===== config.mk =====
export PLATFORM = sky130hd
export DESIGN_NAME = itrx_aib_phy_rst_seq
export DESIGN_NICKNAME = d
export VERILOG_FILES = /design/src/rtl/itrx_aib_phy_rst_seq.sv
export SDC_FILE = /design/constraint.sdc
export NUM_CORES = 1
export LEC_CHECK = 0
export ABC_AREA = 1
export CAP_MARGIN = 20
export CORE_MARGIN = 2
export CORE_UTILIZATION = 30
export DETAILED_ROUTE_END_ITERATION = 7
export PLACE_DENSITY = 0.46
export SLEW_MARGIN = 25
export SYNTH_ARGS = -nofsm -noshare
export SYNTH_HDL_FRONTEND = slang
export SYNTH_SLANG_ARGS = --single-unit

===== constraint.sdc =====
create_clock -name clk -period 2.02 [get_ports clk]
set_clock_uncertainty 0.1 [all_clocks]
set_input_delay 0.404 -clock clk [delete_from_list [all_inputs] [get_ports clk]]
set_output_delay 0.404 -clock clk [all_outputs]
set_load 0.03 [all_outputs]

===== src/rtl/itrx_aib_phy_rst_seq.sv =====
// AIB PHY reset sequencer.
// Synchronizes the asynchronous rst_n, then releases NCH active-low channel
// resets one at a time, spaced by (gap_cnt + 1) clock cycles, lowest channel
// first. Once every channel is out of reset, a level software request
// re-asserts all channels, holds them for (gap_cnt + 1) cycles, acknowledges,
// and replays the release sequence when the request is withdrawn.
// scan_mode bypasses the sequencer so rst_n drives every channel directly.

module itrx_aib_phy_rst_seq #(
    parameter int unsigned NDFFS = 2,  // synchronizer depth, 2..4
    parameter int unsigned NCH   = 4,  // number of sequenced channels, 1..8
    parameter int unsigned CNTW  = 8   // gap counter width, 2..16
) (
    input  logic            clk,
    input  logic            rst_n,
    input  logic            scan_mode,
    input  logic            sw_rst_req,
    input  logic [CNTW-1:0] gap_cnt,
    output logic [NCH-1:0]  rst_out_n,
    output logic            sw_rst_ack,
    output logic            seq_done
);

    localparam int unsigned IdxW = (NCH > 1) ? $clog2(NCH) : 1;
    localparam logic [IdxW-1:0] LastIdx = IdxW'(NCH - 1);

    typedef enum logic [2:0] {
        StWaitSync,
        StGap,
        StDone,
        StSwHold,
        StSwAck
    } state_e;

    state_e            state_q, state_d;
    logic [NDFFS-1:0]  sync_q;
    logic              sync_out;
    logic [CNTW-1:0]   cnt_q, cnt_d;
    logic [IdxW-1:0]   idx_q, idx_d;
    logic [NCH-1:0]    rst_q, rst_d;
    logic              ack_q, ack_d;
    logic              done_q, done_d;
    logic              gap_step;

    // Reset synchronizer: asynchronous assertion, release after NDFFS edges.
    always_ff @(posedge clk or negedge rst_n) begin
        if (!rst_n) begin
            sync_q <= '0;
        end else begin
            sync_q <= {sync_q[NDFFS-2:0], 1'b1};
        end
    end

    assign sync_out = sync_q[NDFFS-1];

    // Sequencer state and output registers.
    always_ff @(posedge clk or negedge rst_n) begin
        if (!rst_n) begin
            state_q <= StWaitSync;
            cnt_q   <= '0;
            idx_q   <= '0;
            rst_q   <= '0;
            ack_q   <= 1'b0;
            done_q  <= 1'b0;
        end else begin
            state_q <= state_d;
            cnt_q   <= cnt_d;
            idx_q   <= idx_d;
            rst_q   <= rst_d;
            ack_q   <= ack_d;
            done_q  <= done_d;
        end
    end

    // Next-state logic for the release sequence and software reset handshake.
    always_comb begin
        state_d  = state_q;
        cnt_d    = cnt_q;
        idx_d    = idx_q;
        rst_d    = rst_q;
        ack_d    = 1'b0;
        done_d   = 1'b0;
        gap_step = 1'b0;

        unique case (state_q)
            StWaitSync: begin
                rst_d = '0;
                idx_d = '0;
                // The counter tracks gap_cnt while waiting, so the edge that
                // first sees the synchronized reset already counts as the
                // first cycle of the first gap.
                cnt_d = gap_cnt;
                if (sync_out) begin
                    state_d  = StGap;
                    gap_step = 1'b1;
                end
            end
            StGap: begin
                gap_step = 1'b1;
            end
            StDone: begin
                if (sw_rst_req) begin
                    rst_d   = '0;
                    cnt_d   = gap_cnt;
                    state_d = StSwHold;
                end else begin
                    done_d = 1'b1;
                end
            end
            StSwHold: begin
                // Request is ignored here: the hold always runs to completion.
                if (cnt_q == '0) begin
                    ack_d   = 1'b1;
                    state_d = StSwAck;
                end else begin
                    cnt_d = cnt_q - CNTW'(1);
                end
            end
            StSwAck: begin
                if (sw_rst_req) begin
                    ack_d = 1'b1;
                end else begin
                    idx_d   = '0;
                    cnt_d   = gap_cnt;
                    state_d = StGap;
                end
            end
            default: begin
                rst_d   = '0;
                state_d = StWaitSync;
            end
        endcase

        // One gap cycle: release the current channel when the count expires.
        if (gap_step) begin
            if (cnt_q == '0) begin
                rst_d[idx_q] = 1'b1;
                cnt_d        = gap_cnt;
                if (idx_q == LastIdx) begin
                    state_d = StDone;
                end else begin
                    idx_d = idx_q + IdxW'(1);
                end
            end else begin
                cnt_d = cnt_q - CNTW'(1);
            end
        end
    end

    // DFT bypass: channel resets follow rst_n directly in scan mode.
    assign rst_out_n  = scan_mode ? {NCH{rst_n}} : rst_q;
    assign sw_rst_ack = ack_q;
    assign seq_done   = done_q;

endmodule


# Word-level counts from Yosys, hierarchy flattened
# Cells that the tools add are included.
[word_totals] input_bits=12 regBits=21 elab_cells=59 output_inout_bits=6
[op_classes] bitwise_logic=1 order_cmp=2 muxes=33 n_eq_ne=8 reduce_logical=6 n_addsub=2
[op_table] cell="$mux W8" n=5
[op_table] cell="$pmux W8 S4" n=1
[op_table] cell="$mux W3" n=7
[op_table] cell="$mux W4" n=4
[op_table] cell="$pmux W3 S5" n=1
[op_table] cell="$ne A3 B3 Y1 const B" n=3
[op_table] cell="$logic_not A8 Y1" n=1
[op_table] cell="$mux W2" n=4
[op_table] cell="$pmux W4 S2" n=1
[op_table] cell="$sub A8 B1 Y8 const B" n=1
[op_table] cell="$eq A3 B2 Y1 const B" n=2
[op_table] cell="$mux W1" n=6
[op_table] cell="$reduce_bool A5 Y1" n=1
[op_table] cell="$or A4 B4 Y4" n=1
[op_table] cell="$pmux W1 S2" n=2
[op_table] cell="$pmux W2 S2" n=1
[op_table] cell="$reduce_and A4 Y1" n=1
[op_table] cell="$eq A3 B1 Y1 const B" n=1
[op_table] cell="$eq A3 B3 Y1 const B" n=1
[op_table] cell="$logic_not A3 Y1" n=1
[op_table] cell="$lt A2 B3 Y1 const B" n=1
[op_table] cell="$reduce_or A3 Y1" n=1
[op_table] cell="$add A2 B1 Y2 const B" n=1
[op_table] cell="$demux W1 S2" n=1
[op_table] cell="other kinds (3)" n=3

# Longest topological paths before layout
# Gate-level depths: netlist (run 1).
[depth] ltp_word=7 mapped_depth=11 depth_no_buf=11

# Worst setup path after synthesis (run 1)
# Ideal clock, no wire load.
[synth_timing] kind="input port to output port" start="input port scan_mode" end="output port rst_out_n[0]" stages=1 path_slack_ns=0.422 path_buffers=0 arrival_ns=1.094 required_ns=1.516 cell_sequence="o21ai_0"
[synth_via] elab_chain_len=1
[synth_rtl] element="start, declared" line_no="16" text="input logic scan_mode,"
[synth_rtl] element="$mux W4" line_no="151" text="assign rst_out_n = scan_mode ? {NCH{rst_n}} : rst_q;"
[synth_rtl] element="end, declared" line_no="19" text="output logic [NCH-1:0] rst_out_n,"
# Every way passes these cells.

# Worst setup path in the final report (run 1)
[layout_timing] start="input port scan_mode" end="output port rst_out_n[1]"
# The elaborated chain is that of the path after synthesis.

==> reports/summary.txt, run 1 <==
Status: complete, no violations
Post-Place Worst Slack: 0.125 ns
Pin count of the biggest net entering global routing: 22
Crit path largest cell delay: 0.52 ns
Crit path cell chain: clkdlybuf4s50_1 -> nand2_1 -> o21ai_0 -> buf_4
Worst reg2reg endpoint: cnt_q[5]
Clock-pin slew of the registers on the worst-case setup and hold paths: 0.08 ns
Final Hold Vio Count: 0
Mean routed wirelength per cell: 12.2 um
Port Buffer Count: 17
Crit path required time: 1.52 ns
Crit Path Max Fanout: 5
DRC violations left: 0
Synth cell count leaders: nand2_1 (58), inv_1 (23), nand3_1 (22)
Largest cells by area after synthesis: dfrtp_1 (37%), nand2_1 (15%), nand3_1 (7.8%)
TNS Setup: 0 ns
CTS Buffer Depth: 2
Post-synth EDFFs: 0
CTS tree: yes
Critical Path Source Type: primary input
Die Width: 72.4 um
Initial detailed-routing violation count: 75
Reg2reg path depth: 11
Count leader, synth: nand2_1
FF+latch count, synth: 21
Leakage: 0.862 nW
Clock latency on the worst-skew pair: 0.26 ns
CP Class: in2out
DP Area: 1640 um2
Synth area leader: dfrtp_1
Total Power: 1.60 mW
Max_cap viols: 0
CTS root buf: clkbuf_8
Synth cell types: 27
Syn Inst Count: 185
Min-delay src: sync_q[0]
HP Class: reg2reg
Via count of the first global-routing pass: 1,204
Chip height: 72.4 um
Fill cell count: 484
CP bufs+invs: 2
FFs w/ async S/R, synth: 100%
Min Tclk post-route: 1.83 ns
Gr usage total: 13.5%
Final ANT Viol Nets: 0
Worst r2r src: cnt_q[0]
Final setup margin: 0.190 ns
Initial Util: 31.6%
CP max stage cell: clkdlybuf4s50_1
Layout cells sized above 1: 16.4%
RD Place Congestion: 0.787
Post-synthesis sequential area ratio: 37.4%
Row Count: 24
Hold EP: sync_q[1]
Final hold slack: 0.255 ns
Final WL: 3.16 mm
Worst Path Arrival: 1.33 ns
Hold Path Depth: 0
Mapped Nets: 202
Met2 WL: 1.41 mm
Number of antenna violations at the first check in global routing: 0
Post-synth top flop: dfrtp_1
Mapped cell area: 1410 um2
Final instance area: 1680 um2
Fmax: 546 MHz
Top Metal Used: met4
Placed Cells: 255
RSZ-0062 raised after global routing: no
Reg2reg setup slack: 0.26 ns
Nets: 225
Antenna fix cells: 0
Yosys warns: 0
Die area: 5250 um2
Detailed placement HPWL: 2.52 mm
H-tree depth: 1
DRT met1 WL: 1.63 mm
Pwr/cell area: 950 nW/um2
Core area: 4440 um2
Crit-path leading delay family: buffers and inverters
Worst vdd ir: 0.570 mV
CTS buffer count: 3
Kind of end point of the critical path: output port
Resize count post-CTS: 0
Area Overhead vs Synth: 19.8%
Ports: 18
Final Cycle Share: 90.6%
Non-filler cells, final: 259
Cts hold-fix bufs: 0
First-pass GRT wire length: 5.58 mm
Routed via count: 1,211
Num Clock Sinks: 21
Remaining global-route overflow: 0
Final setup violation count: 0
Post-CTS Setup Bufs: 0
Slew Viols, Final: 0
Post-DR vias/cell: 4.68
Final core occ: 37.9%
Share of the synthesized area in the top cell type: 37.4%
Initial DRT Pass Iterations: 4
Met3 WL: 108 um
Mapped Avg Cell Area: 7.60 um2
[report_power, final]
group / switching [mW] / internal (mW) / total, mW / leakage, nW
sequential: 0.124 / 0.533 / 0.657 / 0.263
combinational: 0.395 / 0.272 / 0.667 / 0.576
clock: 0.135 / 0.140 / 0.275 / 0.0228
total: 0.654 / 0.945 / 1.60 / 0.862
[registers in the layout, indices dropped and copies added (netlist names)]
| register | count |
|---|---|
| cnt_q | 8 |
| rst_q | 4 |
| sync_q | 2 |
| seq_done | 1 |
| sw_rst_ack | 1 |
| state_q | 3 |
| idx_q | 2 |
[logic make-up (layout without fill, tap and decap cells)]
logic type | Yosys count | in the layout | synth area share, %
AO/OA/AOI/OAI | 17 | 17 | 7.93
XOR/XNOR | 2 | 2 | 1.25
AND/OR/NAND/NOR | 110 | 110 | 40.7
flip-flops | 21 | 21 | 37.4
other | 1 | 1 | 0.267
adder cells (fa/ha/maj) | 5 | 5 | 4.45
buffers and inverters | 29 | 51 | 8.01
[placed cells by master, fill, tap and decap left out, types with 5 or more instances in the layout]
cell and instances:
nor2_1 9, inv_1 23, buf_4 6, clkdlybuf4s50_1 13
ha_1 5, inv_2 5, nand3_1 22, nand2_1 58
o21ai_0 6, dfrtp_1 21
[worst max path at each step]
stage	from	to	slack, ns	cells after the start
floorplan	scan_mode	rst_out_n[0]	0.42	1
global placement	sw_rst_req	cnt_q[4]	0.18	6
detailed placement	sw_rst_req	cnt_q[4]	0.13	6
finish	scan_mode	rst_out_n[1]	0.19	4
CTS	rst_n	rst_out_n[1]	0.17	4
global route	scan_mode	rst_out_n[1]	0.08	4
[routing by layer]
metal	vias up	global-route usage, %
met5	-	0
met4	0	1.85
met3	2	2.92
met2	22	22.1
met1	558	18.7
li1	629	-
[layout make-up]
class | instances | area [um2] | area share (%)
inverter | 28 | 105 | 6.25
tap | 52 | 65.1 | 3.87
clock buffer | 4 | 45.0 | 2.68
timing repair buffer | 19 | 175 | 10.4
sequential | 21 | 526 | 31.2
multi-input combinational | 135 | 767 | 45.6
Power figures use the tool's default switching activity.
==> run 2, diff against run 1 <==
Settings changed: RECOVER_POWER from default to 50.
Clock period 2.02 ns to 1.9 ns, I/O delays scaled along.
==> run 2 against run 1 <==
  * Count of clock-buffer cells in the layout unchanged
  * Cell count did not move
  * Total power rose by 7.1%
  * Flip-flop and latch count is the same
  * Global-route usage decreased by 0.15 points
  * Worst setup slack lost 0.050 ns
  * Critical path depth unchanged
  * Highest routed layer unchanged
==> reports/summary.txt, run 2 (synthesis results as in run 1) <==
Max_cap viols: 0
Via count of the first global-routing pass: 1,183
Total Power: 1.71 mW
Detailed placement HPWL: 2.46 mm
Mean routed wirelength per cell: 12.1 um
Pwr/cell area: 1020 nW/um2
CP bufs+invs: 2
Clock latency on the worst-skew pair: 0.26 ns
CTS root buf: clkbuf_8
DRC violations left: 0
Placed Cells: 255
Min-delay src: sync_q[0]
Gr usage total: 13.3%
Worst Path Arrival: 1.28 ns
Final hold slack: 0.259 ns
RSZ-0062 raised after global routing: no
Sequential cell area: 526 um2
Critical Path Source Type: primary input
Largest Register: cnt_q
Crit path largest cell delay: 0.52 ns
Pin count of the biggest net entering global routing: 22
RD Place Congestion: 0.798
Die area: 5250 um2
Reg2reg path depth: 11
Max reg flops: 8
Nets: 225
Remaining global-route overflow: 0
Hold EP: sync_q[1]
Number of antenna violations at the first check in global routing: 0
Most frequent cells in the layout: nand2_1 (58), inv_1 (23), nand3_1 (22)
Critical Path Start: scan_mode
Port Buffer Count: 17
Clock-pin slew of the registers on the worst-case setup and hold paths: 0.08 ns
Core area: 4440 um2
Crit path cell chain: clkdlybuf4s50_1 -> nand2_1 -> o21ai_0 -> buf_4
Num Clock Sinks: 21
Area Overhead vs Synth: 19.8%
Leakage: 0.860 nW
Worst r2r src: cnt_q[0]
Layout cells sized above 1: 16.9%
H-tree depth: 1
Final ANT Viol Nets: 0
CP Class: in2out
Crit path required time: 1.42 ns
Die Width: 72.4 um
Row Count: 24
Hold Path Depth: 0
Non-filler cells, final: 259
CTS tree: yes
Routed via count: 1,249
Initial Util: 31.6%
Cts hold-fix bufs: 0
CTS Buffer Depth: 2
Initial detailed-routing violation count: 102
Crit Path Max Fanout: 5
Final WL: 3.12 mm
Multi-input logic area: 769 um2
TNS Setup: 0 ns
CP max stage cell: clkdlybuf4s50_1
Largest regs: cnt_q x8, rst_q x4, state_q x3
Worst vdd ir: 0.601 mV
Commonest non-fill, non-tap cell in the layout: nand2_1
Min Tclk post-route: 1.76 ns
Reg2reg setup slack: 0.20 ns
Kind of end point of the critical path: output port
Initial DRT Pass Iterations: 4
Slew Viols, Final: 0
Final setup violation count: 0
HP Class: reg2reg
Final Cycle Share: 92.6%
Final Hold Vio Count: 0
CTS buffer count: 3
Fill cell count: 495
Worst reg2reg endpoint: cnt_q[5]
Antenna fix cells: 0
Final core occ: 37.9%
Fmax: 568 MHz
Chip height: 72.4 um
First-pass GRT wire length: 5.46 mm
Status: complete, no violations
Ports: 18
Post-DR vias/cell: 4.82
Worst Tran Pin Value: 0.556 ns
Crit-path leading delay family: buffers and inverters
Max-slew headroom: 63.0%
-- run 2: changes by cell type in the layout (fill, tap and decap cells not counted) --
| cell | previous run | this run |
|---|---|---|
| clkbuf_2 | 0 | 1 |
| ha_2 | 0 | 1 |
| dlygate4sd3_1 | 0 | 1 |
| ha_1 | 5 | 4 |
| buf_4 | 6 | 5 |
| clkdlybuf4s50_1 | 13 | 12 |
-- run 2: per-stage QoR --
stage                     instance area [um2]  worst slack, ns
after detailed placement                 1640           0.0376
final                                    1680            0.140
after global routing                     1680           0.0326
after floorplan                          1410            0.336
after global placement                   1640           0.0890
after CTS                                1680           0.0962
-- run 2: what timing repair did --
action / 4_1_cts / 5_1_grt
gates resized for setup: 0 / 1
endpoints found under the setup margin: 0 / 4
buffers inserted: 0 / 0
-- run 2: worst max path at each step --
stage | end | slack, ns | cells after the start
final | rst_out_n[1] | 0.14 | 4
after global routing | rst_out_n[0] | 0.03 | 4
after CTS | cnt_q[5] | 0.1 | 11
after detailed placement | cnt_q[4] | 0.04 | 6
after global placement | cnt_q[4] | 0.09 | 6
after floorplan | cnt_q[2] | 0.34 | 11
-- run 2: power breakdown --
| part | internal (mW) | total [mW] | switching, mW |
|---|---|---|---|
| combinational | 0.293 | 0.719 | 0.426 |
| sequential | 0.567 | 0.696 | 0.130 |
| clock | 0.149 | 0.298 | 0.149 |
| total | 1.01 | 1.71 | 0.704 |
-- run 2: routing by layer --
layer	share of wire [%]	wire, um	track usage, %	up-vias
li1	-	-	-	634
met1	51	1590	18.2	587
met2	45	1400	21.9	26
met3	3.8	118	3.33	2
met4	0.54	17	1.85	0
met5	0	0	0	-
-- run 2: final cells by class --
cell class	instances	area share, %
Clock buffer	4	2.68
Inverter	28	6.25
Multi-Input combinational cell	135	45.7
Sequential cell	21	31.2
Tap cell	52	3.87
Timing Repair Buffer	19	10.3
==> run 3, diff against run 2 <==
Settings changed: SETUP_SLACK_MARGIN from default to 0.2.
==> run 3 against run 2 <==
  * Design area grew 1.6%
  * Wire length grew 0.70%
  * Sequential share of layout area shrank 0.48 points
  * Hold slack lost 0.00086 ns
  * Die area is the same
  * First-iteration DRC count shrank 19%
  * Register-to-register slack gained 0.11 ns
  * Combinational power grew 10%
  * Worst setup slack gained 0.11 ns
  * Core utilization grew 0.59 points
  * Global-route usage is the same
  * Total power grew 4.4%
  * Critical endpoint is now cnt_q[4]
  * Largest cell class unchanged
  * Largest power group unchanged
==> reports/summary.txt, run 3 (synthesis results as in run 1) <==
Status: complete, no violations
CP Class: in2reg
Worst vdd ir: 0.642 mV
Post-Place Worst Slack: 0.0376 ns
Final instance area: 1710 um2
CP max stage cell: dlygate4sd3_1
CTS Buffer Depth: 2
CP bufs+invs: 2
Routed via count: 1,250
Via count of the first global-routing pass: 1,183
Crit path required time: 1.95 ns
Initial Util: 31.6%
Core area: 4440 um2
Critical Path Source Type: primary input
HP Class: reg2reg
Crit-path leading delay family: buffers and inverters
Remaining global-route overflow: 0
Slew Viols, Final: 0
Initial DRT Pass Iterations: 4
Clock power share: 16.7%
DP Area: 1640 um2
Worst r2r src: cnt_q[0]
Initial detailed-routing violation count: 83
Max_cap viols: 0
Layout cells sized above 1: 18.6%
Gr usage total: 13.3%
Die area: 5250 um2
Final Cycle Share: 86.6%
RSZ-0062 raised after global routing: no
Fmax: 607 MHz
Final core occ: 38.5%
Detailed placement HPWL: 2.46 mm
Min Tclk post-route: 1.65 ns
DRC violations left: 0
Leakage: 0.883 nW
Max-slew headroom: 20.9%
Commonest non-fill, non-tap cell in the layout: nand2_1
Clock-pin slew of the registers on the worst-case setup and hold paths: 0.08 ns
Number of antenna violations at the first check in global routing: 0
Most frequent cells in the layout: nand2_1 (58), nand3_1 (22), inv_1 (21), dfrtp_1 (21), nor2_1 (9)
H-tree depth: 1
Most used cell, CP: nand2_1
Final setup margin: 0.254 ns
First-pass GRT wire length: 5.46 mm
Final ANT Viol Nets: 0
Combinational power share: 44.2%
Antenna fix cells: 0
Min-delay src: sync_q[0]
Pwr/cell area: 1050 nW/um2
Worst Tran Pin Value: 1.19 ns
Worst reg2reg endpoint: cnt_q[5]
Worst Path Arrival: 1.70 ns
Num Clock Sinks: 21
Chip height: 72.4 um
Die Width: 72.4 um
Pin count of the biggest net entering global routing: 22
Hold EP: sync_q[1]
RD Place Congestion: 0.798
CTS buffer count: 3
Crit path largest cell delay: 0.60 ns
Area Overhead vs Synth: 21.6%
Switch share: 40.6%
Cts hold-fix bufs: 0
Reg2reg path depth: 11
Final WL: 3.15 mm
Sequential power share: 39.1%
Pint: 1.06 mW
Hold Path Depth: 0
Largest regs: cnt_q x8, rst_q x4, state_q x3
Non-filler cells, final: 262
Final setup violation count: 0
Kind of end point of the critical path: register
Row Count: 24
CTS root buf: clkbuf_8
CTS tree: yes
Max reg flops: 8
Post-DR vias/cell: 4.77
Port Buffer Count: 17
Ports: 18
Reg2reg setup slack: 0.31 ns
Final Hold Vio Count: 0
Clock latency on the worst-skew pair: 0.26 ns
Mean routed wirelength per cell: 12.0 um
TNS Setup: 0 ns
Placed Cells: 255
Crit Path Max Fanout: 7
Nets: 228
Sw Pwr: 0.726 mW
Crit path cell chain: dlygate4sd3_1 -> inv_1 -> nand2_1 -> nand4_2 -> nand2_1 -> o21ai_2
Largest Register: cnt_q
-- run 3: what timing repair did --
item / in CTS / in global routing
resized for setup: 5 / 3
pin swaps: 0 / 1
buffers inserted: 0 / 3
gates cloned: 0 / 0
endpoints found under the setup margin: 16 / 15
-- run 3: area by class of cell --
cell class / count / area (um2)
clock buffers: 4 / 45.0
well taps: 52 / 65.1
inverters: 28 / 105
repair buffers: 22 / 189
flip-flops and latches: 21 / 526
fillers: 497 / 2740
multi-input cells: 135 / 779
-- run 3: worst max path at each step --
stage / start / endpoint / depth (start not counted) / slack, ns
global placement: sw_rst_req / cnt_q[4] / 6 / 0.09
detailed placement: sw_rst_req / cnt_q[4] / 6 / 0.04
floorplan: cnt_q[0] / cnt_q[2] / 11 / 0.34
global route: sw_rst_req / cnt_q[7] / 6 / 0.14
finish: sw_rst_req / cnt_q[4] / 6 / 0.25
CTS: cnt_q[0] / cnt_q[5] / 11 / 0.17
-- run 3: power groups by stage --
stage               sequential (mW)  clock (mW)  combinational (mW)
finish                        0.700       0.298               0.791
global route                  0.719       0.328               0.924
CTS                           0.697       0.315               0.726
detailed placement            0.703           0               0.719
global placement              0.703           0               0.705
floorplan                     0.673           0               0.567
-- run 3: routing by layer --
| metal | vias to the layer above | part of all wire, % | GRT usage, % |
|---|---|---|---|
| met5 | - | 0 | 0 |
| met4 | 0 | 0.54 | 1.85 |
| met3 | 2 | 3.0 | 3.33 |
| met2 | 16 | 45 | 21.9 |
| met1 | 590 | 52 | 18.2 |
| li1 | 642 | - | - |
-- run 3: stage by stage --
step                      power, mW  hold slack, ns
final                          1.79           0.258
after global routing           1.97           0.272
after floorplan                1.24         -0.0156
after global placement         1.41           0.236
after detailed placement       1.42           0.245
after CTS                      1.74           0.202
-- run 3: worst reg2reg max path: cells and delay by family (launching register included) --
| kind | cells | cell delay (ns) |
|---|---|---|
| fa+ha+maj | 1 | 0.18 |
| buf+inv | 1 | 0.11 |
| flops | 1 | 0.40 |
| simple gates | 9 | 0.69 |
